$ cat config.mk
export PLATFORM = sky130hd
export DESIGN_NAME = cp0_excpt_flat
export DESIGN_NICKNAME = d
export VERILOG_FILES = /design/src/rtl/cp0_excpt_if.sv /design/src/rtl/cp0_excpt.sv /design/src/flat_wrapper.sv
export SDC_FILE = /design/constraint.sdc
export NUM_CORES = 1
export LEC_CHECK = 0
export BUFFER_PORTS_ARGS = -buffer_cell sky130_fd_sc_hd__buf_2
export CORE_MARGIN = 4
export CORE_UTILIZATION = 58
export DETAILED_ROUTE_END_ITERATION = 10
export MAX_ROUTING_LAYER = met4
export PLACE_DENSITY = 0.84
export SKIP_CTS_REPAIR_TIMING = 1
export SLEW_MARGIN = 25
export SYNTH_ARGS = -nofsm -noshare
export SYNTH_HDL_FRONTEND = slang
export SYNTH_SLANG_ARGS = --single-unit
export TNS_END_PERCENT = 50
$ cat constraint.sdc
create_clock -name clk -period 4.15 [get_ports clk]
set_clock_uncertainty 0.1 [all_clocks]
set_input_delay 0.2075 -clock clk [delete_from_list [all_inputs] [get_ports clk]]
set_output_delay 0.2075 -clock clk [all_outputs]
set_load 0.01 [all_outputs]
$ cat src/rtl/cp0_excpt_if.sv
// cp0_excpt_if: bundle between the execute stage / exception controller and
// the CP0 exception source.
//   slave  modport: the CP0 block (takes pipeline inputs, drives excptype/epc/etc.)
//   master modport: pipeline + controller side (drives the inputs, observes outputs)
// Signals:
//   instValid, pc, sysCall, eret  execute-stage instruction information
//   cp0we, cp0waddr, cp0wdata     MTC0 write port
//   cp0raddr, cp0rdata            MFC0 read port
//   excpt                         controller commit strobe
//   excptype, epc, timerInt       exception class, saved PC, timer pending flag
interface cp0_excpt_if;
    logic        instValid;
    logic [31:0] pc;
    logic        sysCall;
    logic        eret;
    logic        cp0we;
    logic [4:0]  cp0waddr;
    logic [31:0] cp0wdata;
    logic [4:0]  cp0raddr;
    logic [31:0] cp0rdata;
    logic        excpt;
    logic [31:0] excptype;
    logic [31:0] epc;
    logic        timerInt;

    modport slave (
        input  instValid, pc, sysCall, eret, cp0we, cp0waddr, cp0wdata, cp0raddr, excpt,
        output cp0rdata, excptype, epc, timerInt
    );

    modport master (
        output instValid, pc, sysCall, eret, cp0we, cp0waddr, cp0wdata, cp0raddr, excpt,
        input  cp0rdata, excptype, epc, timerInt
    );
endinterface

$ cat src/rtl/cp0_excpt.sv
// cp0_excpt: coprocessor-0 exception source.
// Holds Count, Compare, Status, Cause and EPC, raises the timer interrupt, classifies
// the execute-stage instruction into excptype and commits exception entry/return on
// the controller's excpt strobe.
// Ports:
//   clk  system clock, all state on the rising edge
//   rst  synchronous active-high reset
//   bus  cp0_excpt_if slave modport (pipeline inputs, MTC0/MFC0, excpt, outputs)
module cp0_excpt #(
    parameter logic [31:0] TIMER_CODE   = 32'h0000_0004,
    parameter logic [31:0] SYSCALL_CODE = 32'h0000_0100,
    parameter logic [31:0] ERET_CODE    = 32'h0000_0200
) (
    input logic           clk,
    input logic           rst,
    cp0_excpt_if.slave    bus
);

    localparam logic       RstEnable   = 1'b1;
    localparam logic [4:0] RegCount    = 5'd9;
    localparam logic [4:0] RegCompare  = 5'd11;
    localparam logic [4:0] RegStatus   = 5'd12;
    localparam logic [4:0] RegCause    = 5'd13;
    localparam logic [4:0] RegEpc      = 5'd14;

    logic [31:0] count_q, count_d;
    logic [31:0] compare_q, compare_d;
    logic [31:0] epc_q, epc_d;
    logic        ie_q, ie_d;
    logic        exl_q, exl_d;
    logic        im7_q, im7_d;
    logic        ip7_q, ip7_d;
    logic [4:0]  exccode_q, exccode_d;

    logic [31:0] status_word;
    logic [31:0] cause_word;
    logic        mtc0_ok;
    logic        timer_match;

    assign status_word = {16'b0, im7_q, 13'b0, exl_q, ie_q};
    assign cause_word  = {16'b0, ip7_q, 8'b0, exccode_q, 2'b0};

    // The instruction being squashed by an exception must not update CP0 state.
    assign mtc0_ok     = bus.cp0we & ~bus.excpt;
    assign timer_match = (count_q == compare_q) && (compare_q != 32'd0);

    always_comb begin
        bus.excptype = 32'd0;
        if (bus.instValid) begin
            if (ip7_q & im7_q & ie_q & ~exl_q) begin
                bus.excptype = TIMER_CODE;
            end else if (bus.sysCall) begin
                bus.excptype = SYSCALL_CODE;
            end else if (bus.eret) begin
                bus.excptype = ERET_CODE;
            end
        end
    end

    always_comb begin
        bus.cp0rdata = 32'd0;
        case (bus.cp0raddr)
            RegCount:   bus.cp0rdata = count_q;
            RegCompare: bus.cp0rdata = compare_q;
            RegStatus:  bus.cp0rdata = status_word;
            RegCause:   bus.cp0rdata = cause_word;
            RegEpc:     bus.cp0rdata = epc_q;
            default:    bus.cp0rdata = 32'd0;
        endcase
    end

    assign bus.epc      = epc_q;
    assign bus.timerInt = ip7_q;

    always_comb begin
        count_d   = count_q + 32'd1;
        compare_d = compare_q;
        epc_d     = epc_q;
        ie_d      = ie_q;
        exl_d     = exl_q;
        im7_d     = im7_q;
        exccode_d = exccode_q;
        ip7_d     = ip7_q | timer_match;

        if (mtc0_ok) begin
            case (bus.cp0waddr)
                RegCount: count_d = bus.cp0wdata;
                RegCompare: begin
                    compare_d = bus.cp0wdata;
                    ip7_d     = 1'b0;  // acknowledge beats a same-cycle match
                end
                RegStatus: begin
                    ie_d  = bus.cp0wdata[0];
                    exl_d = bus.cp0wdata[1];
                    im7_d = bus.cp0wdata[15];
                end
                RegEpc:  epc_d = bus.cp0wdata;
                default: ;
            endcase
        end

        // A commit with excptype == 0 falls through to default: nothing changes.
        if (bus.excpt) begin
            case (bus.excptype)
                TIMER_CODE: begin
                    epc_d     = bus.pc;
                    exl_d     = 1'b1;
                    exccode_d = 5'd0;
                end
                SYSCALL_CODE: begin
                    epc_d     = bus.pc + 32'd4;
                    exl_d     = 1'b1;
                    exccode_d = 5'd8;
                end
                ERET_CODE: exl_d = 1'b0;
                default: ;
            endcase
        end
    end

    always_ff @(posedge clk) begin
        if (rst == RstEnable) begin
            count_q   <= 32'd0;
            compare_q <= 32'd0;
            epc_q     <= 32'd0;
            ie_q      <= 1'b0;
            exl_q     <= 1'b0;
            im7_q     <= 1'b0;
            ip7_q     <= 1'b0;
            exccode_q <= 5'd0;
        end else begin
            count_q   <= count_d;
            compare_q <= compare_d;
            epc_q     <= epc_d;
            ie_q      <= ie_d;
            exl_q     <= exl_d;
            im7_q     <= im7_d;
            ip7_q     <= ip7_d;
            exccode_q <= exccode_d;
        end
    end

endmodule
$ cat src/flat_wrapper.sv
// flat-port wrapper written by rule: the top's interface ports become plain ports
module cp0_excpt_flat 
#(
    parameter logic [31:0] TIMER_CODE   = 32'h0000_0004,
    parameter logic [31:0] SYSCALL_CODE = 32'h0000_0100,
    parameter logic [31:0] ERET_CODE    = 32'h0000_0200
)
  (clk, rst, bus_instValid, bus_pc, bus_sysCall, bus_eret, bus_cp0we, bus_cp0waddr, bus_cp0wdata, bus_cp0raddr, bus_excpt, bus_cp0rdata, bus_excptype, bus_epc, bus_timerInt);
  cp0_excpt_if bus_i ();
  input logic clk;
  input logic rst;
  input wire logic [$bits(bus_i.instValid)-1:0] bus_instValid;
  input wire logic [$bits(bus_i.pc)-1:0] bus_pc;
  input wire logic [$bits(bus_i.sysCall)-1:0] bus_sysCall;
  input wire logic [$bits(bus_i.eret)-1:0] bus_eret;
  input wire logic [$bits(bus_i.cp0we)-1:0] bus_cp0we;
  input wire logic [$bits(bus_i.cp0waddr)-1:0] bus_cp0waddr;
  input wire logic [$bits(bus_i.cp0wdata)-1:0] bus_cp0wdata;
  input wire logic [$bits(bus_i.cp0raddr)-1:0] bus_cp0raddr;
  input wire logic [$bits(bus_i.excpt)-1:0] bus_excpt;
  output wire logic [$bits(bus_i.cp0rdata)-1:0] bus_cp0rdata;
  output wire logic [$bits(bus_i.excptype)-1:0] bus_excptype;
  output wire logic [$bits(bus_i.epc)-1:0] bus_epc;
  output wire logic [$bits(bus_i.timerInt)-1:0] bus_timerInt;
  assign bus_i.instValid = bus_instValid;
  assign bus_i.pc = bus_pc;
  assign bus_i.sysCall = bus_sysCall;
  assign bus_i.eret = bus_eret;
  assign bus_i.cp0we = bus_cp0we;
  assign bus_i.cp0waddr = bus_cp0waddr;
  assign bus_i.cp0wdata = bus_cp0wdata;
  assign bus_i.cp0raddr = bus_cp0raddr;
  assign bus_i.excpt = bus_excpt;
  assign bus_cp0rdata = bus_i.cp0rdata;
  assign bus_excptype = bus_i.excptype;
  assign bus_epc = bus_i.epc;
  assign bus_timerInt = bus_i.timerInt;
  cp0_excpt #(.TIMER_CODE(TIMER_CODE), .SYSCALL_CODE(SYSCALL_CODE), .ERET_CODE(ERET_CODE)) u_core (.clk(clk), .rst(rst), .bus(bus_i));
endmodule
[Word-level counts from Yosys, hierarchy flattened]
Index checks and enable logic that the tools add are counted.
Word-level totals
  flip-flop bits (word level): 105
  output and inout bits: 97
  word-level logic and storage cells: 55
Operators by class
  $add $sub $neg: 2
  eq/ne operators: 13
  mux-type cells: 18
  bitwise operators: 7
  reductions and logical operators: 7
Operators with widths (number)
  $mux W32: 8
  $pmux W32 S5: 1
  $pmux W32 S2: 1
  $eq A5 B4 Y1 const B: 9
  $add A32 B1 Y32 const B: 1
  $add A32 B3 Y32 const B: 1
  $eq A32 B10 Y1 const B: 1
  $eq A32 B3 Y1 const B: 1
  $eq A32 B32 Y1: 1
  $eq A32 B9 Y1 const B: 1
  $reduce_bool A32 Y1: 1
  $mux W10: 1
  $pmux W5 S2: 1
  $reduce_and A2 Y1: 3
  $mux W1: 5
  $and A1 B1 Y1: 4
  $not A1 Y1: 2
  $pmux W1 S2: 1
  $reduce_bool A2 Y1: 1
  $reduce_or A2 Y1: 1
  $logic_and A1 B1 Y1: 1
  $or A1 B1 Y1: 1

[Depth between registers and ports, before layout]
  depth in word-level cells: 9
  mapped depth: 8
  depth with buffers taken out: 6

[Least setup slack after synthesis]
No wires, ideal clock.
  path type: register to register
  from: register u_core.count_q[20]
  to: register u_core.count_q[31]
  setup time: 0.091 ns
  arrival time: 1.878 ns
  path slack: 2.082 ns
  cell stages (with the launch flop): 8
  period minus slack after synthesis: 2.068 ns
  cells stage by stage: dfxtp_1 buf_2 and4_1 clkbuf_1 nand4_1 or2_2 or4b_1 a311oi_1
On the way
  longest elaborated chain between the ends: 3
RTL lines
  from (decl): line cp0_excpt.sv:26  | logic [31:0] count_q, count_d;
  from (signal assigned): line cp0_excpt.sv:132  | count_q <= count_d;
  $add A32 B1 Y32 *: line cp0_excpt.sv:76  | count_d = count_q + 32'd1;
  $mux W32: line cp0_excpt.sv:86  | case (bus.cp0waddr)
  $mux W32 *: line cp0_excpt.sv:85  | if (mtc0_ok) begin
Mark *: on every way between the ends. The rest lies on a longest branch, timed or not.
A chain may end at the register's enable or synchronous reset.

[Final worst setup path]
  from: register u_core.count_q[9]
  to: register u_core.count_q[31]
Same word-level chain as after synthesis.

==> flow_metrics.tcl <==
set metrics [dict create \
    status "completed" \
    dieArea_um2 13570 \
    cpLargestDelayFamily "simple AND/OR/NAND/NOR gates" \
    final.period_utilization 0.6087 \
    boundaryPins 178 \
    max_freq_mhz 395.9 \
    slowest_delay_ns 0.56 \
    clock_latency_ns 0.35 \
    synth_commonest_cells "nand2_1, dfxtp_1, a21oi_1" \
    fp.dieW_um 116.5 \
    rows 39 \
    grt_max_degree 55 \
    cp_slowest_cell "nand4_1" \
    yosysTopAreaCell "dfxtp_1" \
    initial_core_util 0.5955 \
    cp-end-kind "register" \
    critPathArrivalTime_ns 2.68 \
    finalNetCount 1065 \
    grt_antenna_before_repair 0 \
    yosys_register_bits 101 \
    track_usage 0.3301 \
    power-per-cell-area_nw_per_um2 272.3 \
    gp_congestion 0.9327 \
    hpwl_um 16630 \
    grt_pass1_vias 6409 \
    startpoint_type "register" \
    viasPerCell 6.404 \
    cts_sinks 101 \
    synth.top_cell.area_share 0.2961 \
    max-cap-violations 0 \
    totalPowerFinal_mw 2.105 \
    netlist_area_um2 6829 \
    clk_pin_slew_worst_paths_ns 0.07 \
    grt_overflow_total 0 \
    slew-limit-headroom 0.4503 \
    drc 0 \
    drtIter0Drc 815 \
    numCtsBuffers 9 \
    synth_warnings 0 \
    synth_edf_count 0 \
    min_path_type "in2reg" \
    wl_per_cell_um 19.91 \
    irDropWorstVdd_uv 263.2 \
    ys_types 70 \
    path_cells "and4_1 > nand4_1 > nor2_1 > or4b_1 > a311oi_1" \
    ant_nets 0 \
    report.final.slew_viol_count 0 \
    path_max_fanout 16 \
    grt_pass1_wl_um 34280 \
    core_um2 11470 \
    rsz0062_at_grt "false" \
    finalSetupViolCount 0 \
    drt_pass1_iterations 7 \
    fin_crit_ns 2.526 \
    syn_to_final_growth_pct 13.23 \
    leakage_nw 3.021 \
    syn_inst 876 \
    tightest_slew_ns 0.8240 \
    yosysSeqAreaShare 0.2961 \
    yosysMostFrequentCell "nand2_1" \
    vias 7237 \
    cts-root-buf "clkbuf_16" \
    final_hold_viol_count 0 \
    cts_tree "done" \
    n_antenna_cell 0 \
    async_flop_share 0 \
    crit_required_ns 4.31 \
    fin_tns_setup_ns 0 \
    cp_num_buf_inv 0 \
    ys_top_cells_by_area "dfxtp_1, nand2_1, mux2i_1" \
    nFillCells 942 \
    port_buffers 148 \
    die_y_um 116.5 \
    cts_max_level 3 \
    avgSynthCellArea_um2 7.796 \
    critical_path_class "reg2reg" \
    drive_gt1_frac 0.2199 \
    wirelength_um 22490 \
    synth_ff_type "dfxtp_1" \
    cts_buffer_depth 2 \
    rrSetupSlack_ns 1.62 \
]
[worst paths after layout]
kind,cells after the start,startpoint,end
max,5,u_core.count_q[9],u_core.count_q[31]
min reg2reg,2,u_core.compare_q[14],u_core.compare_q[14]
min,3,bus_cp0wdata[3],u_core.compare_q[3]
max reg2reg,5,u_core.count_q[9],u_core.count_q[31]
[routing by layer]
metal | routed length, um | GRT usage
met1 | 8927 | 0.4475
met4 | 616 | 0.1145
met3 | 2706 | 0.05803
met5 | 0 | -
met2 | 10240 | 0.4969
[layout make-up]
| class | count | area [um^2] | share of cell area |
|---|---|---|---|
| multi-input combinational | 698 | 4377 | 0.5660 |
| sequential | 101 | 2022 | 0.2615 |
| timing repair buffer | 159 | 827.0 | 0.1070 |
| clock buffer | 12 | 256.5 | 0.03317 |
| tap | 143 | 178.9 | 0.02314 |
| inverter | 13 | 48.80 | 0.006311 |
| clock inverter | 4 | 22.52 | 0.002913 |
[state kept, by name, summed over array words and instances (netlist names)]
| signal | flops |
|---|---|
| u_core.bus.epc | 32 |
| u_core.compare_q | 32 |
| u_core.count_q | 32 |
| u_core.bus.timerInt | 1 |
| u_core.exccode_q | 1 |
| u_core.exl_q | 1 |
| u_core.ie_q | 1 |
| u_core.im7_q | 1 |
[through the flow]
step	utilization	setup slack (ns)	cells	instance area [um^2]	hold WS, ns
after CTS	0.6723	1.644	1129	7710	0.03432
after floorplan	-	2.082	904	6934	0.2435
after global placement	0.6480	1.666	1113	7431	0.3793
after global routing	0.6743	1.383	1130	7732	0.03764
final	0.6743	1.624	1130	7732	0.03981
after detailed placement	0.6480	1.578	1113	7431	0.3874
[where the power goes]
part	switching [mW]	total [mW]	internal [mW]
Combinational	0.176	0.279	0.103
Sequential	0.0253	1.01	0.989
Clock	0.374	0.812	0.437
Total	0.576	2.11	1.53
[worst min-delay path: stages]
cell and delay [ns]:
buf_2 0.13, nand2_1 0.05, a21oi_1 0.05
[cells in the final DEF, fill, tap and decap left out, types with 4 or more instances in the layout]
master       n
nand2_1    134
and4_1       5
mux2_2      23
or4_1        4
nand2b_1     4
or3_1        4
dfxtp_1    101
nand4_1     22
buf_2      148
mux2i_1     49
nand3_1     21
a22oi_1     14
buf_4       10
conb_1      29
nor4_1      26
clkbuf_16    9
a211oi_1    31
xor2_1       6
inv_1       13
o21ai_0     44
xnor2_1     55
and3_1      11
a21oi_1     60
a31oi_1     10
nor2_1      58
nor3_1      15
nand3b_1     5
[kinds of logic (layout without fill, tap and decap cells)]
| logic type | Yosys count | in the layout | synth area share |
|---|---|---|---|
| AND/OR/NAND/NOR | 338 | 338 | 0.2470 |
| AO/OA/AOI/OAI | 196 | 196 | 0.1832 |
| buffers and inverters | 105 | 188 | 0.08153 |
| flip-flops | 101 | 101 | 0.2961 |
| multiplexers | 72 | 72 | 0.1097 |
| XOR/XNOR | 61 | 61 | 0.07823 |
| adder cells (fa/ha/maj) | 2 | 2 | 0.003664 |
| other | 1 | 29 | 0.0005491 |
Power figures use the tool's default switching activity.
